<file path="src/rtl/uart_pkg.sv">
// uart_pkg: shared constants for the UART receive path.
//   UART_DATA_W   - width of a received byte
//   RX_FIFO_DEPTH - default receive FIFO depth (power of two)
//   RX_FIFO_AF    - default almost-full threshold
//   err_bit()     - bit position of the framing-error flag in a FIFO entry
//                   packed as {err, data}
package uart_pkg;

  localparam int UART_DATA_W   = 8;
  localparam int RX_FIFO_DEPTH = 16;
  localparam int RX_FIFO_AF    = 12;

  // The error flag sits directly above the data byte.
  function automatic int err_bit(input int data_w);
    return data_w;
  endfunction

endpackage

</file>
<file path="src/rtl/fifo_ptr_ctrl.sv">
// fifo_ptr_ctrl: pointer, occupancy and overflow bookkeeping for rx_fifo.
// Ports:
//   clk, reset       - clock, synchronous active-low reset
//   wr_tick          - push request
//   rd_ready         - consumer accepts the head entry
//   flush            - discard all entries
//   clr_overflow     - clear the sticky overflow flag
//   wr_en            - storage write enable at wr_ptr
//   wr_ptr, rd_ptr   - storage addresses
//   count            - occupancy 0..DEPTH
//   rd_valid, full, almost_full, overflow - status
module fifo_ptr_ctrl #(
  parameter int DEPTH    = 16,
  parameter int ADDR_W   = 4,
  parameter int AF_LEVEL = 12
) (
  input  logic              clk,
  input  logic              reset,
  input  logic              wr_tick,
  input  logic              rd_ready,
  input  logic              flush,
  input  logic              clr_overflow,
  output logic              wr_en,
  output logic [ADDR_W-1:0] wr_ptr,
  output logic [ADDR_W-1:0] rd_ptr,
  output logic [ADDR_W:0]   count,
  output logic              rd_valid,
  output logic              full,
  output logic              almost_full,
  output logic              overflow
);

  localparam int CNT_W = ADDR_W + 1;

  logic pop;
  logic push;
  logic drop;

  assign rd_valid    = (count != '0);
  assign full        = (count == CNT_W'(DEPTH));
  assign almost_full = (count >= CNT_W'(AF_LEVEL));

  // A full FIFO still accepts a byte when the head leaves in the same cycle.
  assign pop  = rd_valid & rd_ready;
  assign push = wr_tick & (~full | pop);
  assign drop = wr_tick & ~push;

  // Storage write is suppressed on flush and reset so no entry is written
  // behind pointers that are being cleared.
  assign wr_en = push & ~flush & reset;

  always_ff @(posedge clk) begin
    if (!reset) begin
      wr_ptr   <= '0;
      rd_ptr   <= '0;
      count    <= '0;
      overflow <= 1'b0;
    end else if (flush) begin
      wr_ptr <= '0;
      rd_ptr <= '0;
      count  <= '0;
      // Flush leaves the overflow history alone; only an explicit clear does.
      if (clr_overflow) begin
        overflow <= 1'b0;
      end
    end else begin
      if (push) begin
        wr_ptr <= wr_ptr + ADDR_W'(1);
      end
      if (pop) begin
        rd_ptr <= rd_ptr + ADDR_W'(1);
      end
      if (push && !pop) begin
        count <= count + CNT_W'(1);
      end else if (pop && !push) begin
        count <= count - CNT_W'(1);
      end
      // A drop in the same cycle as a clear wins so no loss goes unreported.
      if (drop) begin
        overflow <= 1'b1;
      end else if (clr_overflow) begin
        overflow <= 1'b0;
      end
    end
  end

endmodule

</file>
<file path="src/rtl/rx_fifo.sv">
// rx_fifo: first-word-fall-through receive buffer behind the UART deframer.
// Each entry holds {err, data}. Head entry is a combinational read.
// Ports:
//   clk, reset                  - clock, synchronous active-low reset
//   iWr_tick, iWr_data, iWr_err - push strobe, byte, framing-error flag
//   iRd_ready                   - consumer accepts head entry
//   oRd_valid, oRd_data, oRd_err - head entry
//   oCount, oFull, oAlmost_full - occupancy status
//   oOverflow, iClr_overflow    - sticky dropped-byte flag and its clear
//   iFlush                      - discard all entries
module rx_fifo
  import uart_pkg::*;
#(
  parameter int DATA_W   = UART_DATA_W,
  parameter int DEPTH    = RX_FIFO_DEPTH,
  parameter int ADDR_W   = 4,
  parameter int AF_LEVEL = RX_FIFO_AF
) (
  input  logic              clk,
  input  logic              reset,
  input  logic              iWr_tick,
  input  logic [DATA_W-1:0] iWr_data,
  input  logic              iWr_err,
  input  logic              iRd_ready,
  output logic              oRd_valid,
  output logic [DATA_W-1:0] oRd_data,
  output logic              oRd_err,
  output logic [ADDR_W:0]   oCount,
  output logic              oFull,
  output logic              oAlmost_full,
  output logic              oOverflow,
  input  logic              iClr_overflow,
  input  logic              iFlush
);

  localparam int ERR_POS = err_bit(DATA_W);

  logic [DATA_W:0]   mem [DEPTH];
  logic [DATA_W:0]   head;
  logic              wr_en;
  logic [ADDR_W-1:0] wr_ptr;
  logic [ADDR_W-1:0] rd_ptr;

  fifo_ptr_ctrl #(
    .DEPTH    (DEPTH),
    .ADDR_W   (ADDR_W),
    .AF_LEVEL (AF_LEVEL)
  ) u_ptr_ctrl (
    .clk          (clk),
    .reset        (reset),
    .wr_tick      (iWr_tick),
    .rd_ready     (iRd_ready),
    .flush        (iFlush),
    .clr_overflow (iClr_overflow),
    .wr_en        (wr_en),
    .wr_ptr       (wr_ptr),
    .rd_ptr       (rd_ptr),
    .count        (oCount),
    .rd_valid     (oRd_valid),
    .full         (oFull),
    .almost_full  (oAlmost_full),
    .overflow     (oOverflow)
  );

  // Storage is intentionally not reset; the head is only meaningful when
  // oRd_valid is high.
  always_ff @(posedge clk) begin
    if (wr_en) begin
      mem[wr_ptr] <= {iWr_err, iWr_data};
    end
  end

  assign head     = mem[rd_ptr];
  assign oRd_data = head[DATA_W-1:0];
  assign oRd_err  = head[ERR_POS];

endmodule

</file>
<file path="config.mk">
export PLATFORM = sky130hd
export DESIGN_NAME = rx_fifo
export DESIGN_NICKNAME = d
export VERILOG_FILES = /design/src/rtl/uart_pkg.sv /design/src/rtl/fifo_ptr_ctrl.sv /design/src/rtl/rx_fifo.sv
export SDC_FILE = /design/constraint.sdc
export NUM_CORES = 1
export LEC_CHECK = 0
export CAP_MARGIN = 0
export CORE_ASPECT_RATIO = 0.5
export CORE_UTILIZATION = 23
export CTS_BUF_LIST = sky130_fd_sc_hd__clkbuf_8 sky130_fd_sc_hd__clkbuf_16
export DETAILED_ROUTE_END_ITERATION = 8
export GPL_ROUTABILITY_DRIVEN = 0
export HOLD_SLACK_MARGIN = 0.06
export PLACE_DENSITY_LB_ADDON = 0.25
export SLEW_MARGIN = 30
export SYNTH_ARGS = -nofsm -noshare
export SYNTH_HDL_FRONTEND = slang
export SYNTH_SLANG_ARGS = --single-unit
</file>
<file path="constraint.sdc">
create_clock -name clk -period 5.69 [get_ports clk]
set_clock_uncertainty 0.2 [all_clocks]
set_input_delay 0.569 -clock clk [delete_from_list [all_inputs] [get_ports clk]]
set_output_delay 0.569 -clock clk [all_outputs]
set_load 0.03 [all_outputs]
</file>
Word-level counts from Yosys, hierarchy flattened
Memories as Yosys holds them, arrays and structs flattened. A register that Yosys moved wholly into a read port is not among the register bits.
Cells that the tools add are included.
{"block": "word_totals", "ff_bits": 14, "ramBits": 144, "inputBits": 15, "output_inout_bits": 18, "wordCells": 37, "mem_count": 1}
{"block": "op_classes", "addsub": 4, "n_lt_le_gt_ge": 1, "eq_ne": 1, "muxes": 9, "n_bitwise": 10, "n_reduce_logical": 7}
{"name": "mem", "depth": 16, "width": 9, "read_ports": 1, "rd_ports_with_merged_regs": 1, "wr": 1, "line_no": "rx_fifo.sv:38", "text": "logic [DATA_W:0] mem [DEPTH];"}
{"operator": "$mux 5", "count": 2}
{"operator": "$add 4x1->4 const B", "count": 2}
{"operator": "$mux 4", "count": 2}
{"operator": "$add 5x1->5 const B", "count": 1}
{"operator": "$and 1x1->1", "count": 5}
{"operator": "$eq 5x5->1 const B", "count": 1}
{"operator": "$ge 5x4->1 const B", "count": 1}
{"operator": "$mux 1", "count": 5}
{"operator": "$reduce_bool 5->1", "count": 1}
{"operator": "$sub 5x1->5 const B", "count": 1}
{"operator": "$not 1->1", "count": 4}
{"operator": "$logic_and 1x1->1", "count": 2}
{"operator": "$logic_not 1->1", "count": 2}
{"operator": "$reduce_bool 2->1", "count": 1}
{"operator": "$reduce_or 2->1", "count": 1}
{"operator": "$or 1x1->1", "count": 1}

Depth between registers and ports, before layout
{"block": "logic_depth", "word_depth": 8, "mapped_depth": 11, "ltp_nobuf": 10}

By module
From an unflattened synthesis, not the netlist that was laid out.
{"block": "unflattened", "cells_unflattened": 334, "hier_area_um2": 6407.4}
{"module": "rx_fifo", "instances": 1, "cells_per_inst": 245, "area_per_inst_um2": 5600.4, "seq_area_each_um2": 4324.1}
{"module": "fifo_ptr_ctrl", "instances": 1, "cells_per_inst": 89, "area_per_inst_um2": 807.0, "seq_area_each_um2": 280.3}

Least setup slack after synthesis
OpenSTA, ideal clock, no wires.
{"block": "synth_timing", "path_kind": "reg-to-reg", "from": "register u_ptr_ctrl.count[0]", "to": "register u_ptr_ctrl.count[4]", "setup_ns": 0.087, "arrival_ns": 2.628, "required_time_ns": 5.403, "setup_slack_ns": 2.775, "stages_incl_launch_ff": 11, "path_buffers": 1, "period_less_slack_ns": 2.915, "cell_sequence": "dfxtp_1 > or4_1 > buf_2 > o31ai_4 > inv_1 > ha_1 > fa_1 > nand3b_1 > a211oi_1 > o211ai_1 > o31ai_1"}
{"block": "synth_between", "elab_chain_len": 7, "word_cells_on_any_way": 15, "cone_classes": "2 x add/sub; 1 x eq/ne; 2 x mux; 4 x bitwise; 6 x reduce/logical"}
{"item": "from (decl)", "line_no": "fifo_ptr_ctrl.sv:26", "text": "output logic [ADDR_W:0] count,"}
{"item": "from (signal assigned)", "line_no": "fifo_ptr_ctrl.sv:74", "text": "count <= count + CNT_W'(1);"}
{"item": "from (signal assigned)", "line_no": "fifo_ptr_ctrl.sv:76", "text": "count <= count - CNT_W'(1);"}
{"item": "$reduce_bool 5->1 / $eq 5x5->1 (equally long branches)", "line_no": "fifo_ptr_ctrl.sv:39, fifo_ptr_ctrl.sv:40"}
{"item": "$and 1x1->1 / $not 1->1 (equally long branches)", "line_no": "fifo_ptr_ctrl.sv:44, fifo_ptr_ctrl.sv:45"}
{"item": "$or 1x1->1", "line_no": "fifo_ptr_ctrl.sv:45", "text": "assign push = wr_tick & (~full | pop);"}
{"item": "$and 1x1->1", "line_no": "fifo_ptr_ctrl.sv:45"}
{"item": "$logic_not 1->1", "line_no": "fifo_ptr_ctrl.sv:75", "text": "end else if (pop && !push) begin"}
{"item": "$logic_and 1x1->1", "line_no": "fifo_ptr_ctrl.sv:75"}
{"item": "$reduce_bool 2->1 (no source line)"}
Several ways; a longest one is shown, not always the timed one. The select of a mux whose other input is x is not followed.
A chain may end at the register's enable or synchronous reset.

==> flow_metrics.env <==
export IMPL_status="complete, no violations"
export IMPL_yosys_cell_types_count=34
export IMPL_synth_fa_ha_area_share_pct=2.27
export IMPL_final_fill_count=2698
export IMPL_wl_per_cell_um=17.7
export IMPL_max_freq_mhz=265
export IMPL_grt_pass1_wl_mm=20.6
export IMPL_synth_avg_cell_area_um2=18.4
export IMPL_pwr_density_cell_nw_per_um2=356
export IMPL_io_pins=33
export IMPL_h_tree_depth=4
export IMPL_stdcell_area_um2=7780
export IMPL_ir_worst_vdd_uv=229
export IMPL_cts_root_buffer="clkbuf_16"
export IMPL_cp_end_kind="output pin"
export IMPL_stdcell_count=770
export IMPL_critical_path_required_ns=4.92
export IMPL_fin_tns_setup_ns=0
export IMPL_cts_buffers=17
export IMPL_final_common_cell="edfxtp_1"
export IMPL_clock_latency_ns=0.42
export IMPL_final_util_pct=28.9
export IMPL_relSlewSlack_pct=32.6
export IMPL_track_usage_pct=10.0
export IMPL_core_area_um2=26900
export IMPL_dpl_instance_area_um2=7170
export IMPL_worstMarginPinSlew_ns=1.01
export IMPL_dpl_worst_slack_ns=2.17
export IMPL_die_h_um=120
export IMPL_timing_final_ws_setup_ns=1.92
export IMPL_area_growth_pct=21.5
export IMPL_multi_input_area_um2=1670
export IMPL_clockBufferDepth=2
export IMPL_synth_simple_area_share_pct=5.55
export IMPL_startpoint_type="flop"
export IMPL_hold_path_class="reg -> reg"
export IMPL_timing_reg2reg_setup_slack_ns=2.50
export IMPL_synth_seq_cells=162
export IMPL_final_min_clock_period_ns=3.77
export IMPL_routed_via_density=4.16
export IMPL_ctsResizeCount=0
export IMPL_synthMuxAreaShare_pct=13.0
export IMPL_initialDrtViolationCount=269
export IMPL_postCtsHoldBufs=0
export IMPL_synth_compound_area_share_pct=3.81
export IMPL_synth_top_family_by_area="multiplexers"
export IMPL_row_count=42
export IMPL_synth_xor_area_share_pct=0.820
export IMPL_tritoncts="done"
export IMPL_dp_cells=739
export IMPL_post_cts_buffers=0
export IMPL_cap_violations=0
export IMPL_grt_max_degree=37
export IMPL_start_util_pct=23.8
export IMPL_fin_nets=410
export IMPL_ys_warnings_count=0
export IMPL_worstPathCellList="buf_4 -> mux4_2 -> a22oi_1 -> nand2_1 -> clkdlybuf4s50_1"
export IMPL_finalSetupViolCount=0
export IMPL_rsz0062_at_grt="false"
export IMPL_critPathSlowestCell="dfxtp_4"
export IMPL_cp_top_family="buffers and inverters"
export IMPL_fin_crit_sh_pct=66.3
export IMPL_hold_viol_final=0
export IMPL_final_cell_mix="edfxtp_1, mux4_2, clkdlybuf4s50_1, a22oi_1"
export IMPL_synth_area_um2=6410
export IMPL_regArea_um2=4690
export IMPL_cts_sinks=162
export IMPL_vias=3204
export IMPL_grt_pass1_vias=3250
export IMPL_synthesis_nets=374
export IMPL_cpPeakStageDelay_ns=0.69
export IMPL_path_buf_inv=2
export IMPL_path_clk_slew_ns=0.06
export IMPL_io_buffers=32
export IMPL_power_leakage_uw=0.00238
export IMPL_synth_seq_area_share_pct=73.1
export IMPL_insertedDiodeCount=0
export IMPL_worstPathMaxFanout=25
export IMPL_drc=0
export IMPL_drive_above_1_share_pct=22.7
export IMPL_drt_total_wl_mm=13.6
export IMPL_detail_route_antenna_nets=0
export IMPL_grt_antenna_before_repair=0
export IMPL_dp_hpwl_mm=8.53
export IMPL_critical_path_class="reg -> out"
export IMPL_die_width_um=238
export IMPL_synthCells=348
export IMPL_grt_ovfl_total=0
export IMPL_worstPathArrival_ns=3.00
export IMPL_die_area_um2=28600
export IMPL_drt_pass1_iterations=4
export IMPL_slew_violations=0
## flip-flops by register name (all words and copies together), names as in the netlist, named ones only
register             count
u_ptr_ctrl.overflow      1
mem                    144
u_ptr_ctrl.count         5
u_ptr_ctrl.wr_ptr        4
u_ptr_ctrl.rd_ptr        4
## final cells by class
| type | count | area share (%) |
|---|---|---|
| flip-flops and latches | 162 | 60.3 |
| repair buffers | 33 | 4.21 |
| inverters | 7 | 0.338 |
| clock inverters | 14 | 2.30 |
| multi-input cells | 163 | 21.4 |
| clock buffers | 17 | 5.47 |
| well taps | 374 | 6.01 |
## where the power goes
| part | switching [uW] | internal, uW | leakage (uW) |
|---|---|---|---|
| clock network | 485 | 696 | 0.000288 |
| logic | 143 | 115 | 0.000654 |
| registers | 24.4 | 1300 | 0.00144 |
| total | 653 | 2120 | 0.00238 |
## cells by family after synthesis
logic type | count (synthesis)
buf+inv | 23
mux | 38
simple gates | 75
xor+xnor | 6
compound gates | 33
flops | 162
fa+ha+maj | 11
## synthesized netlist by cell type
master    count  area (um2)
a21oi_1       5        25.0
or4_1         3        22.5
inv_1         7        26.3
clkbuf_1      8        30.0
o21ai_1       1        5.00
a211oi_1      1        7.51
buf_2         6        30.0
o21ai_0       1        5.00
nand2b_1      3        18.8
and2_1        1        6.26
xor2_1        4        35.0
or3_1         2        12.5
nand3_2       1        10.0
o211ai_1      3        22.5
xnor2_1       2        17.5
nand3_1       9        45.0
edfxtp_1    144        4320
mux4_2       36         811
mux2i_1       2        20.0
nor3b_2       1        12.5
o31ai_1       2        15.0
nand2_1      17        63.8
fa_1          1        20.0
o21a_1        1        7.51
and3_1        1        6.26
or2_2         2        12.5
o31ai_4       1        21.3
nor2b_1       4        25.0
dfxtp_1      18         360
a22oi_1      18         135
nor2_1       30         113
nand3b_1      1        7.51
ha_1         10         125
buf_1         2        7.51
## tightest hold or removal path, stage by stage (launching register included)
cell and delay, ns:
dfxtp_1 0.31, o211ai_1 0.07, nand2_1 0.06
## through the flow
stage	power (uW)	hold WS (ns)
after global placement	1620	0.277
final	2770	0.292
after detailed placement	1620	0.286
after CTS	2800	0.296
after global routing	2850	0.320
after floorplan	1520	0.259
## layer usage
layer / GRT usage [%] / routed length, um / vias up
met1: 13.9 / 6570 / 1667
met4: 3.49 / 151 / 0
li1: - / - / 1461
met2: 15.4 / 6270 / 65
met3: 2.19 / 639 / 11
met5: 0 / 0 / -
## path summary, 6_finish.rpt
check / start / to / depth (start not counted)
max: flop / oRd_data[1] / 5
max reg2reg: u_ptr_ctrl.count[0]$_SDFFE_PP0P_ / u_ptr_ctrl.count[4]$_SDFFE_PP0P_ / 9
min: u_ptr_ctrl.rd_ptr[3]$_SDFFE_PP0N_ / flop / 2
min reg2reg: u_ptr_ctrl.rd_ptr[3]$_SDFFE_PP0N_ / flop / 2
(Power assumes the default switching activity.)
